`config.mk`:
```
export PLATFORM = sky130hd
export DESIGN_NAME = csa_seq_mult
export DESIGN_NICKNAME = d
export VERILOG_FILES = /design/src/rtl/csa_seq_mult.sv
export SDC_FILE = /design/constraint.sdc
export NUM_CORES = 1
export LEC_CHECK = 0
export CAP_MARGIN = 20
export CORE_MARGIN = 4
export CORE_UTILIZATION = 48
export CTS_CLUSTER_DIAMETER = 200
export CTS_CLUSTER_SIZE = 12
export DETAILED_ROUTE_END_ITERATION = 12
export PLACE_DENSITY = 0.89
export SYNTH_ARGS = -nofsm -noshare
export SYNTH_HDL_FRONTEND = slang
export SYNTH_SLANG_ARGS = --single-unit
```
`constraint.sdc`:
```
create_clock -name clk_i -period 2.9 [get_ports clk_i]
set_input_delay 0.435 -clock clk_i [delete_from_list [all_inputs] [get_ports clk_i]]
set_output_delay 0.435 -clock clk_i [all_outputs]
set_load 0.005 [all_outputs]
```
`src/rtl/csa_seq_mult.sv`:
```
// ----------------------------------------------------------------------------
// csa_seq_mult
//   Iterative shift-and-add multiplier built around an external 2*WIDTH-bit
//   carry-save adder. Each ACCUM step presents the running redundant pair
//   (sum_q, cout_q<<1) plus one partial product to the CSA and registers the
//   returned sum/carry vectors. RESOLVE collapses the pair with a single
//   carry-propagate add. Sits between the operand registers and the ALU
//   result mux.
//
//   Optional feature: define CSA_MULT_SIGNED_EN for two's complement
//   operands (sign-extended partial products, subtract on the last step).
//   Without it, operands are unsigned and cin_bit is tied low.
//
// Ports
//   clk_i        rising-edge clock
//   reset_i      synchronous active-high reset
//   start_i      request, only sampled in IDLE
//   a_i, b_i     multiplicand / multiplier, captured on accepted start
//   busy_o       high in ACCUM and RESOLVE
//   done_o       one-cycle pulse, product_o valid from this cycle on
//   product_o    2*WIDTH-bit result, held until the next accepted start
//   csa_a_o      CSA input a (sum_q)
//   csa_b_o      CSA input b ({cout_q[2W-2:0], cin_bit})
//   csa_c_o      CSA input c (partial product)
//   csa_cout_i   CSA carry vector
//   csa_sum_i    CSA sum vector
// ----------------------------------------------------------------------------
module csa_seq_mult #(
    parameter int WIDTH = 10,
    parameter int CNT_W = 4
) (
    input  logic                 clk_i,
    input  logic                 reset_i,
    input  logic                 start_i,
    input  logic [WIDTH-1:0]     a_i,
    input  logic [WIDTH-1:0]     b_i,
    output logic                 busy_o,
    output logic                 done_o,
    output logic [2*WIDTH-1:0]   product_o,
    output logic [2*WIDTH-1:0]   csa_a_o,
    output logic [2*WIDTH-1:0]   csa_b_o,
    output logic [2*WIDTH-1:0]   csa_c_o,
    input  logic [2*WIDTH-1:0]   csa_cout_i,
    input  logic [2*WIDTH-1:0]   csa_sum_i
);

    localparam int PW = 2 * WIDTH;
    localparam logic [CNT_W-1:0] LAST_STEP = CNT_W'(WIDTH - 1);

    typedef enum logic [1:0] {
        IDLE    = 2'd0,
        ACCUM   = 2'd1,
        RESOLVE = 2'd2,
        DONE    = 2'd3
    } state_t;

    state_t             state_q;
    logic               busy_q;
    logic               done_q;
    logic [PW-1:0]      product_q;
    logic [PW-1:0]      sum_q;
    logic [PW-1:0]      cout_q;
    logic [CNT_W-1:0]   step_q;
    logic [WIDTH-1:0]   a_q;
    logic [WIDTH-1:0]   b_q;

    logic [PW-1:0]      a_ext;
    logic [WIDTH-1:0]   b_shift;
    logic               cin_bit;
    logic [PW-1:0]      product_d;

`ifdef CSA_MULT_SIGNED_EN
    assign a_ext = {{WIDTH{a_q[WIDTH-1]}}, a_q};
`else
    assign a_ext = {{WIDTH{1'b0}}, a_q};
`endif

    // Multiplier bit for the current step lands in bit 0.
    assign b_shift = b_q >> step_q;

    // Carry vector is weighted by 2; its MSB falls off (mod 2**PW).
    assign product_d = sum_q + {cout_q[PW-2:0], 1'b0};

    always_comb begin
        csa_a_o = '0;
        csa_b_o = '0;
        csa_c_o = '0;
        cin_bit = 1'b0;
        if (state_q == ACCUM) begin
            csa_a_o = sum_q;
`ifdef CSA_MULT_SIGNED_EN
            // MSB of a two's complement multiplier has negative weight:
            // add the inverted partial product and a carry-in of one.
            if (step_q == LAST_STEP && b_q[WIDTH-1]) begin
                csa_c_o = ~(a_ext << step_q);
                cin_bit = 1'b1;
            end else if (b_shift[0]) begin
                csa_c_o = a_ext << step_q;
            end
`else
            if (b_shift[0]) begin
                csa_c_o = a_ext << step_q;
            end
`endif
            // Bit 0 of the shifted carry vector is always free for cin.
            csa_b_o = {cout_q[PW-2:0], cin_bit};
        end
    end

    always_ff @(posedge clk_i) begin
        if (reset_i) begin
            state_q   <= IDLE;
            busy_q    <= 1'b0;
            done_q    <= 1'b0;
            product_q <= '0;
            sum_q     <= '0;
            cout_q    <= '0;
            step_q    <= '0;
            a_q       <= '0;
            b_q       <= '0;
        end else begin
            done_q <= 1'b0;
            unique case (state_q)
                IDLE: begin
                    if (start_i) begin
                        a_q     <= a_i;
                        b_q     <= b_i;
                        sum_q   <= '0;
                        cout_q  <= '0;
                        step_q  <= '0;
                        busy_q  <= 1'b1;
                        state_q <= ACCUM;
                    end
                end
                ACCUM: begin
                    sum_q  <= csa_sum_i;
                    cout_q <= csa_cout_i;
                    step_q <= step_q + CNT_W'(1);
                    if (step_q == LAST_STEP) begin
                        state_q <= RESOLVE;
                    end
                end
                RESOLVE: begin
                    product_q <= product_d;
                    busy_q    <= 1'b0;
                    done_q    <= 1'b1;
                    state_q   <= DONE;
                end
                DONE: begin
                    state_q <= IDLE;
                end
                default: begin
                    state_q <= IDLE;
                end
            endcase
        end
    end

    assign busy_o    = busy_q;
    assign done_o    = done_q;
    assign product_o = product_q;

endmodule

```
# Yosys cells after proc, flatten, opt, wreduce, memory -nomap -nowiden
# Index checks and enable logic that the tools add are counted.
[word_totals]
reg_bits = 87
latch_bits = 0
ram_bits = 0
romBits = 0
inputBits = 63
output_inout_bits = 82
word_cells = 41
mem_count = 0
[op_classes]
addsub = 2
multipliers = 0
n_div = 0
n_lt_le_gt_ge = 0
n_eq_ne = 6
n_shift = 2
n_mux = 15
n_bitwise = 0
reduce_logical = 7
[op_table]
columns = ["cell", "n"]
rows = [
  ["$mux W20", 5],
  ["$pmux W20 S2", 1],
  ["$pmux W19 S2", 1],
  ["$add A20 B20 Y20", 1],
  ["$shl A10 B4 Y20", 1],
  ["$shr A10 B4 Y1", 1],
  ["$pmux W2 S4", 1],
  ["$pmux W4 S2", 1],
  ["$reduce_and A2 Y1", 4],
  ["$add A4 B1 Y4 const B", 1],
  ["$eq A2 B2 Y1 const B", 2],
  ["$eq A4 B4 Y1 const B", 1],
  ["$mux W2", 2],
  ["$mux W4", 1],
  ["$reduce_bool A2 Y1", 2],
  ["$eq A2 B1 Y1 const B", 1],
  ["$logic_not A2 Y1", 1],
  ["$mux W1", 2],
  ["$ne A2 B1 Y1 const B", 1],
  ["$ne A2 B2 Y1 const B", 1],
  ["$pmux W1 S2", 1],
]

# Longest topological paths before layout
# Gate-level depths: netlist of run 1.
[logic_depth]
word_depth = 3
ltp_mapped = 9

# Worst setup path before layout of run 1
# Ideal clock, no wire load.
[synth_path]
kind = "reg-to-reg"
start = "register sum_q[1]"
end = "register product_q[19] (netlist: product_o[19])"
setup_time_ns = 0.103
t_arrival_ns = 2.094
required_ns = 2.797
path_slack_ns = 0.702
stages_incl_launch_ff = 10
path_buffers = 0
synth_period_minus_slack_ns = 2.198
path_cell_list = "dfxtp_1 > ha_1 > inv_1 > fa_1 > nand2b_1 > a21oi_2 > nor2_1 > o311a_4 > a21o_1 > a2111oi_2"
[synth_via]
elab_chain_len = 1
[synth_lines]
columns = ["item", "line_no", "text"]
rows = [
  ["start, declared", "61", "logic [PW-1:0] sum_q;"],
  ["start signal, assigned", "136", "sum_q <= csa_sum_i;"],
  ["$add A20 B20 Y20", "82", "assign product_d = sum_q + {cout_q[PW-2:0], 1'b0};"],
  ["end signal, assigned", "144", "product_q <= product_d;"],
  ["end, declared", "60", "logic [PW-1:0] product_q;"],
]
# No other way between the ends.
# A chain may end at the register's enable or synchronous reset.

# Worst setup path after layout of run 1
[layout_path]
start = "register step_q[1]"
end = "output csa_c_o[15]"
[layout_via]
elab_chain_len = 3
elab_cells_between_ends = 4
classes_between = "shift (2); mux (2)"
[layout_lines]
columns = ["item", "line_no", "text"]
rows = [
  ["start, declared", "63", "logic [CNT_W-1:0] step_q;"],
  ["start signal, assigned", "138", "step_q <= step_q + CNT_W'(1);"],
  ["$shl A10 B4 Y20 or $shr A10 B4 Y1 (tied branches)", "102, 79", ""],
  ["$mux W20 (*)", "101", "if (b_shift[0]) begin"],
  ["$mux W20 (*)", "89", "if (state_q == ACCUM) begin"],
  ["end, declared", "42", "output logic [2*WIDTH-1:0] csa_c_o,"],
]
# Every way passes the cells marked *; elsewhere a longest branch is shown, timed or not.

==> results of run 1 <==
-- metal layers --
metal	wire [µm]	vias to the layer above	track usage	part of all wire
li1	-	2363	-	-
met1	6030	2334	0.278	0.41
met2	7430	201	0.438	0.51
met3	958	29	0.0585	0.065
met4	267	0	0.0866	0.018
met5	0	-	0	0
-- cell usage in the layout, fill, tap and decap left out, types with 2 or more instances in the layout --
cell type / count
a211o_1: 3
a211oi_1: 4
a21o_1: 8
a21oi_1: 38
a221oi_1: 2
a22oi_1: 45
a31oi_1: 3
and2_1: 41
and3_1: 2
buf_12: 3
buf_4: 9
bufinv_16: 3
clkbuf_8: 10
clkdlybuf4s50_1: 140
clkinv_4: 2
conb_1: 2
dfxtp_1: 84
dfxtp_4: 2
ha_1: 23
inv_1: 14
mux2_2: 6
mux2i_1: 23
mux4_2: 3
nand2_1: 75
nand2b_1: 6
nand3_1: 11
nand4_1: 5
nor2_1: 98
nor2b_1: 6
nor3_1: 5
o211ai_1: 2
o21ai_0: 20
o21ai_4: 2
o22a_1: 2
o22ai_1: 3
o311ai_0: 2
xnor2_1: 6
xor2_1: 5
-- power by group through the flow --
stage / clock network (mW) / registers (mW) / logic (mW)
2_1_floorplan: 0 / 1.54 / 1.24
3_5_place_dp: 0 / 1.59 / 1.84
4_1_cts: 1.06 / 1.57 / 1.86
5_1_grt: 1.11 / 1.60 / 2.16
3_3_place_gp: 0 / 1.58 / 1.76
6_report: 1.05 / 1.58 / 1.95
-- kinds of logic (layout without fill, tap and decap cells) --
group	Yosys count	after routing	share of synthesized area
adders and majority gates	24	24	0.0636
buffers and inverters	55	184	0.0452
DFF	87	87	0.360
xor gates and xnor gates	11	11	0.0199
AOI/OAI and AO/OA	145	146	0.201
muxes	33	33	0.0775
other	1	2	0.000774
and+or+nand+nor	252	252	0.233
-- how the worst max path moves through the flow --
stage                                 startpoint                          to  slack [ns]  depth (start not counted)
after floorplan            sum_q[1]$_SDFFE_PP0P_  product_o[19]$_SDFFE_PP0P_        0.70                          9
after global placement    step_q[0]$_SDFFE_PP0P_                 csa_c_o[12]        0.30                          7
after detailed placement  step_q[0]$_SDFFE_PP0P_                 csa_c_o[12]        0.17                          7
after CTS                 step_q[0]$_SDFFE_PP0P_                 csa_c_o[12]       0.007                          7
after global routing      step_q[0]$_SDFFE_PP0P_                 csa_c_o[16]       0.006                          7
final                     step_q[1]$_SDFFE_PP0P_                 csa_c_o[15]        0.09                          6
-- cells in the mapped netlist, types with 3 or more instances --
library cell   n
nor2_1        98
a22oi_1       45
inv_1         14
and2_1        41
a21oi_1       38
o22ai_1        3
a211oi_1       4
nand4_1        5
mux2i_1       24
xor2_1         5
xnor2_1        6
dfxtp_1       87
a21o_1         8
buf_2          4
buf_1          3
nor3_1         5
nand2b_1       6
nor2b_1        6
nand3_1       11
clkbuf_1      31
nand2_1       75
mux2_2         6
o21ai_0       20
a211o_1        3
a31oi_1        4
ha_1          23
mux4_2         3
-- layout make-up --
type | instances | area [µm²] | share of cell area
Clock buffer | 10 | 138 | 0.0205
Clock inverter | 6 | 116 | 0.0174
Inverter | 15 | 56.3 | 0.00840
Multi-Input combinational cell | 468 | 2940 | 0.439
Sequential cell | 87 | 1750 | 0.261
Tap cell | 133 | 166 | 0.0248
Timing Repair Buffer | 153 | 1530 | 0.229
-- sequential cells by signal, indices dropped and copies added, names as in the netlist --
name / count
product_o: 20
sum_q: 20
cout_q: 19
a_q: 10
b_q: 10
step_q: 4
state_q: 2
busy_o: 1
done_o: 1
-- worst min-delay path: stages (launching register included) --
cell	delay (ns)
dfxtp_1	0.32
nand2_1	0.05
a21oi_1	0.06
-- timing repair --
item / CTS / global route
setup buffers: 0 / 1
cloned: 0 / 1
pin swaps: 0 / 1
gates resized for setup: 6 / 9
endpoints found under the setup margin: 14 / 10
==> flow_metrics.tcl, run 1 <==
set metrics [dict create \
    worstHoldEndpoint "b_q[6]$_SDFFE_PP0P_" \
    cp-end-kind "output pin" \
    crit_type "reg -> out" \
    intPower_mw 2.83 \
    grt_overflow_total 0 \
    crit_family "compound AO/OA/AOI/OAI gates" \
    cp.buffers_inverters 1 \
    dp_hpwl_um 10600 \
    wl_per_cell_um 16.8 \
    synthArstFlopShare 0 \
    worstRegToRegCells 9 \
    routabilityCongestion 0.991 \
    clockRootBuffer "clkbuf_8" \
    core_mm2 0.00982 \
    crit_required_ns 2.47 \
    start_util 0.493 \
    nets 821 \
    via_count 4927 \
    viasPerCell 5.65 \
    io_buffers 141 \
    drc_errors 0 \
    ant_nets 0 \
    tns_ns 0 \
    pin_count 145 \
    finalCritPeriodShare 0.970 \
    die_h_um 108 \
    leakage_nw 2.57 \
    setup_viol 0 \
    insertion_delay_ns 0.36 \
    wl_um 14700 \
    cts_max_level 3 \
    antenna_found_initial 0 \
    clock_power_share 0.230 \
    syn-cell-area_mm2 0.00484 \
    finalPower_mw 4.58 \
    path_max_fanout 12 \
    p_per_area_mw_per_mm2 684 \
    dp_cells 853 \
    rsz0062_at_grt "no" \
    reg2reg_from "cout_q[0]$_SDFFE_PP0P_" \
    cts_tree "yes" \
    dp_slack_ns 0.173 \
    cts.hold.buffers_added 0 \
    seqPwrFrac 0.344 \
    skew_ns 0.00895 \
    ys_types 51 \
    yosys_register_bits 87 \
    drive_gt1_frac 0.0704 \
    synthFlopType "dfxtp_1" \
    crit_arrival_ns 2.38 \
    synth_top_area_cell "dfxtp_1" \
    cts_buffers 9 \
    fin_crit_ns 2.81 \
    avgSynthCellArea_um2 7.97 \
    crit_chain "mux2_2, o21ai_0, o21ai_0, a32oi_1, nor2_1, clkdlybuf4s50_1" \
    fmaxAchievable_ghz 0.356 \
    first_iter_violations 273 \
    sw_frac_of_total 0.382 \
    grt_max_degree 44 \
    ys_warn_count 0 \
    r2r-end "product_o[19]$_SDFFE_PP0P_" \
    placementRows 36 \
    seq_area_frac_synth 0.360 \
    min_from "b_q[6]$_SDFFE_PP0P_" \
    setup_ws_ns 0.0882 \
    rrSetupSlack_ns 0.40 \
    fillCellCount 795 \
    grt_pass1_wl_um 23000 \
    synth_top_area_share 0.360 \
    ys_top_cells_by_area "dfxtp_1, nor2_1, a22oi_1" \
    hold-worst-slack_ns 0.477 \
    area_growth_pct 38.4 \
    synth-edff-count 0 \
    final_util 0.683 \
    slew_viol_final 0 \
    drv_cap 0 \
    cp_slowest_cell "dfxtp_4" \
    worst_setup_path_start_kind "flip-flop" \
    syn-instance-count 608 \
    p_switching_mw 1.75 \
    clock_path_buffers 2 \
    slew_headroom 0.393 \
    worst_slew_pin_slew_ns 0.910 \
    final_cells 872 \
    status "finished clean" \
    fin_area_mm2 0.00670 \
    dpl_cell_area_mm2 0.00636 \
    hold_class "reg -> reg" \
    whs_path_depth 2 \
    first_pass_iters 5 \
    die_w_um 108 \
    ir_worst_vdd_v 0.000325 \
    grt_pass1_vias 5001 \
    p_comb_frac 0.426 \
    cpMostUsedCell "o21ai_0" \
    hold_viol 0 \
    die_area_mm2 0.0118 \
    clk_pin_slew_ns 0.09 \
    antennaDiodeCount 0 \
    slowest_delay_ns 0.46 \
    grt_util_all_layers 0.243 \
    cts.sinks 87 \
]
Note: power is estimated with default switching activity, not from simulation.
==> run 2: changes to the inputs <==
SETUP_SLACK_MARGIN = 0.15   (was default)
==> run 2 against run 1 <==
Critical endpoint is now csa_c_o[16]. Via count is 2.6% higher. Combinational power rose by 6%. Sequential cell count did not move.
==> flow_metrics.tcl, run 2 (synthesis results as in run 1) <==
set metrics [dict create \
    status "finished clean" \
    antennaDiodeCount 0 \
    crit_type "reg -> out" \
    path_max_fanout 9 \
    grt_pass1_vias 5077 \
    via_count 5053 \
    crit_required_ns 2.47 \
    p_per_area_mw_per_mm2 687 \
    cp-end-kind "output pin" \
    startpoint "step_q[1]$_SDFFE_PP0P_" \
    clock_path_buffers 2 \
    nets 830 \
    dp_hpwl_um 10600 \
    slowest_delay_ns 0.45 \
    wl_per_cell_um 17.6 \
    dp_slack_ns 0.173 \
    clock_power_share 0.224 \
    slew_viol_final 0 \
    drive_gt1_frac 0.0896 \
    grt_util_all_layers 0.251 \
    finalCritPeriodShare 0.981 \
    crit_chain "mux2_2, o21ai_0, o21ai_1, a21oi_1, nor2_1, clkdlybuf4s50_1" \
    insertion_delay_ns 0.37 \
    cp_slowest_cell "clkdlybuf4s50_1" \
    seqPwrFrac 0.337 \
    wl_um 15500 \
    first_iter_violations 333 \
    hold_class "reg -> reg" \
    setup_viol 0 \
    p_switching_mw 1.81 \
    cts_buffers 9 \
    routabilityCongestion 0.991 \
    first_pass_iters 5 \
    rsz0062_at_grt "yes" \
    cts.sinks 87 \
    clockRootBuffer "clkbuf_8" \
    start_util 0.493 \
    grt_pass1_wl_um 23700 \
    rrSetupSlack_ns 0.40 \
    io_buffers 141 \
    cts.hold.buffers_added 0 \
    pin_count 145 \
    grt_max_degree 44 \
    hold_viol 0 \
    whs_path_depth 2 \
    ir_worst_vdd_v 0.000362 \
    sw_frac_of_total 0.384 \
    crit_arrival_ns 2.41 \
    finalPower_mw 4.70 \
    final_cells 881 \
    reg2reg_from "sum_q[1]$_SDFFE_PP0P_" \
    worstHoldEndpoint "b_q[3]$_SDFFE_PP0P_" \
    ant_nets 0 \
    fin_crit_ns 2.85 \
    hold-worst-slack_ns 0.473 \
    die_area_mm2 0.0118 \
    placementRows 36 \
    worst_slew_pin_slew_ns 0.926 \
    grt_overflow_total 0 \
    r2r-end "product_o[19]$_SDFFE_PP0P_" \
    worstRegToRegCells 9 \
    clk_pin_slew_ns 0.09 \
    mostFrequentLayoutCells "clkdlybuf4s50_1, nor2_1, dfxtp_1" \
    viasPerCell 5.74 \
    worst_setup_path_start_kind "flip-flop" \
    crit_family "compound AO/OA/AOI/OAI gates" \
    antenna_found_initial 0 \
    core_mm2 0.00982 \
    cts_tree "yes" \
    slew_headroom 0.382 \
    fmaxAchievable_ghz 0.351 \
    intPower_mw 2.90 \
    setup_ws_ns 0.0546 \
    min_from "b_q[3]$_SDFFE_PP0P_" \
    p_comb_frac 0.439 \
    dp_cells 853 \
    drc_errors 0 \
    die_w_um 108 \
    final_common_cell "clkdlybuf4s50_1" \
    die_h_um 108 \
    skew_ns 0.00965 \
    cts_max_level 3 \
    leakage_nw 2.75 \
    cp.buffers_inverters 1 \
    drv_cap 0 \
    area_growth_pct 41.3 \
]
==> run 2: per-layer routing <==
layer / wire length [µm] / global-route usage
met5: 0 / 0
met4: 336 / 0.0956
met3: 1160 / 0.0591
met2: 7840 / 0.451
met1: 6210 / 0.287
==> run 2: repair_timing <==
action,4_1_cts,5_1_grt
buffers inserted,2,7
endpoints found under the setup margin,15,13
resized for setup,18,14
gates cloned,1,1
hold endpoints to repair,0,0
pin swaps,2,3
==> run 2: power by group through the flow <==
| stage | sequential, mW | combinational [mW] | clock (mW) |
|---|---|---|---|
| floorplan | 1.54 | 1.24 | 0 |
| global placement | 1.58 | 1.76 | 0 |
| detailed placement | 1.59 | 1.84 | 0 |
| CTS | 1.57 | 1.90 | 1.06 |
| global route | 1.60 | 2.27 | 1.11 |
| finish | 1.58 | 2.07 | 1.05 |
==> run 2: worst max-delay path by stage <==
stage,cells past startpoint,slack (ns),end
floorplan,9,0.70,product_o[19]$_SDFFE_PP0P_
detailed placement,7,0.17,csa_c_o[12]
global placement,7,0.30,csa_c_o[12]
finish,6,0.05,csa_c_o[16]
CTS,6,0.13,csa_c_o[12]
global route,6,-0.004,csa_c_o[16]
==> run 2: worst register-to-register path: cells and delay by family (launching register included) <==
kind	cells	cell delay, ns
flops	1	0.36
simple gates	2	0.29
fa+ha+maj	2	0.59
buf+inv	1	0.06
compound gates	4	1.08
==> run 2: area by class of cell <==
cell class                 count  area (µm²)
clock buffer                  10         138
clock inverter                 6         116
fill                         769        2980
inverter                      15        56.3
multi-input combinational    468        2970
sequential                    87        1750
tap                          133         166
timing repair buffer         162        1650
==> run 2: stage by stage <==
| stage | instance area [µm²] | setup TNS (ns) | utilization |
|---|---|---|---|
| after detailed placement | 6360 | 0 | 0.647 |
| after CTS | 6690 | 0 | 0.681 |
| final | 6840 | 0 | 0.697 |
| after global routing | 6840 | -0.00448 | 0.697 |
| after floorplan | 4850 | 0 | - |
| after global placement | 6360 | 0 | 0.647 |
==> run 3: changes to the inputs <==
clock period = 3.2 ns   (was 2.9 ns; I/O delays follow)
==> run 3 against run 2 <==
Non-clock buffer count fell by 12. Final cell count down 1.6%. Sequential cell count stayed put. First-iteration DRC count fell by 14%. Largest power group unchanged.
==> flow_metrics.tcl, run 3 (synthesis results as in run 1) <==
set metrics [dict create \
    ir_worst_vdd_v 0.000365 \
    drive_gt1_frac 0.0586 \
    seqCellArea_mm2 0.00175 \
    ant_nets 0 \
    finalCritPeriodShare 0.894 \
    die_w_um 108 \
    clockRootBuffer "clkbuf_8" \
    io_buffers 141 \
    min_from "b_q[6]$_SDFFE_PP0P_" \
    cp.depth 7 \
    finalPower_mw 4.02 \
    setup_ws_ns 0.339 \
    skew_ns 0.0154 \
    clk_pin_slew_ns 0.08 \
    area_growth_pct 36.1 \
    crit_chain "buf_8, mux4_2, a21boi_1, nand2_1, o21ai_0, nor2_1, clkdlybuf4s50_1" \
    dpl_cell_area_mm2 0.00633 \
    worstRegToRegCells 9 \
    multi_input_area_mm2 0.00291 \
    mostFrequentLayoutCells "clkdlybuf4s50_1, nor2_1, dfxtp_1" \
    antenna_found_initial 0 \
    final_common_cell "clkdlybuf4s50_1" \
    antennaDiodeCount 0 \
    start_util 0.493 \
    final_cells 867 \
    r2r-end "product_o[19]$_SDFFE_PP0P_" \
    leakage_nw 2.54 \
    via_count 4915 \
    viasPerCell 5.67 \
    first_iter_violations 288 \
    dp_hpwl_um 10500 \
    cp_slowest_cell "mux4_2" \
    cp-end-kind "output pin" \
    crit_required_ns 2.72 \
    placementRows 36 \
    cts.sinks 87 \
    cts_max_level 3 \
    nets 817 \
    drv_cap 0 \
    worst_setup_path_start_kind "flip-flop" \
    hold-worst-slack_ns 0.457 \
    hold_class "reg -> reg" \
    path_max_fanout 22 \
    cts.hold.buffers_added 0 \
    post_cts_buffers 0 \
    rsz0062_at_grt "no" \
    status "finished clean" \
    hold_viol 0 \
    slew_viol_final 0 \
    fin_crit_ns 2.86 \
    die_h_um 108 \
    startpoint "step_q[0]$_SDFFE_PP0P_" \
    routabilityCongestion 1.00 \
    crit_end "csa_c_o[12]" \
    insertion_delay_ns 0.36 \
    whs_path_depth 2 \
    die_area_mm2 0.0118 \
    fillCellCount 814 \
    crit_family "buffers and inverters" \
    tns_ns 0 \
    setup_viol 0 \
    grt_pass1_vias 4949 \
    rrSetupSlack_ns 0.73 \
    core_mm2 0.00982 \
    final_util 0.672 \
    slew_headroom 0.435 \
    cts_buffers 9 \
    crit_type "reg -> out" \
    grt_util_all_layers 0.245 \
    cp.buffers_inverters 2 \
    clock_path_buffers 2 \
    fmaxAchievable_ghz 0.350 \
    grt_overflow_total 0 \
    drc_errors 0 \
    grt_pass1_wl_um 23300 \
    first_pass_iters 5 \
    dp_slack_ns 0.446 \
    reg2reg_from "cout_q[0]$_SDFFE_PP0P_" \
    worst_slew_pin_slew_ns 0.848 \
    wl_um 14300 \
    pin_count 145 \
    p_per_area_mw_per_mm2 609 \
    slowest_delay_ns 0.53 \
    dp_cells 851 \
    fin_area_mm2 0.00659 \
    grt_max_degree 82 \
    cts_tree "yes" \
    crit_arrival_ns 2.38 \
    wl_per_cell_um 16.5 \
]
-- run 3: cell count changes in the layout (fill, tap and decap cells not counted), sizes merged --
cell / change
dlymetal6s2s: -6
clkdlybuf4s50: +7
dlygate4sd2: -1
clkbuf: -1
buf: -11
bufinv: -1
o21ai: -1
-- run 3: worst min-delay path by stage --
| stage | to | slack, ns |
|---|---|---|
| 3_3_place_gp | b_q[4]$_SDFFE_PP0P_ | 0.44 |
| 6_report | b_q[6]$_SDFFE_PP0P_ | 0.46 |
| 2_1_floorplan | b_q[2]$_SDFFE_PP0P_ | 0.43 |
| 3_5_place_dp | b_q[9]$_SDFFE_PP0P_ | 0.45 |
| 5_1_grt | b_q[8]$_SDFFE_PP0P_ | 0.49 |
| 4_1_cts | b_q[9]$_SDFFE_PP0P_ | 0.46 |
-- run 3: cell type report --
class | instances | area share
Clock buffer | 10 | 0.0194
Timing Repair Buffer | 150 | 0.228
Inverter | 15 | 0.00854
Clock inverter | 5 | 0.0125
Multi-Input combinational cell | 467 | 0.442
Sequential cell | 87 | 0.265
Tap cell | 133 | 0.0252
-- run 3: power by group --
group	total [mW]	switching, mW	leakage, nW	internal (mW)
logic	1.76	1.02	1.72	0.737
registers	1.42	0.152	0.709	1.27
clock network	0.833	0.394	0.107	0.439
-- run 3: timing repair --
action | CTS | global route
gates resized for setup | 3 | 6
setup endpoints to repair | 9 | 9
pin swaps | 0 | 0
cloned | 0 | 0
-- run 3: tightest hold or removal path, delay by kind of cell (launching register included) --
family / cells / cell delay [ns]
DFF: 1 / 0.31
and+or+nand+nor: 1 / 0.05
AOI/OAI and AO/OA: 1 / 0.05
-- run 3: routing by layer --
metal | up-vias | share of wire | GRT usage
li1 | 2355 | - | -
met1 | 2351 | 0.41 | 0.285
met2 | 185 | 0.51 | 0.444
met3 | 24 | 0.064 | 0.0639
met4 | 0 | 0.017 | 0.0631
met5 | - | 0 | 0
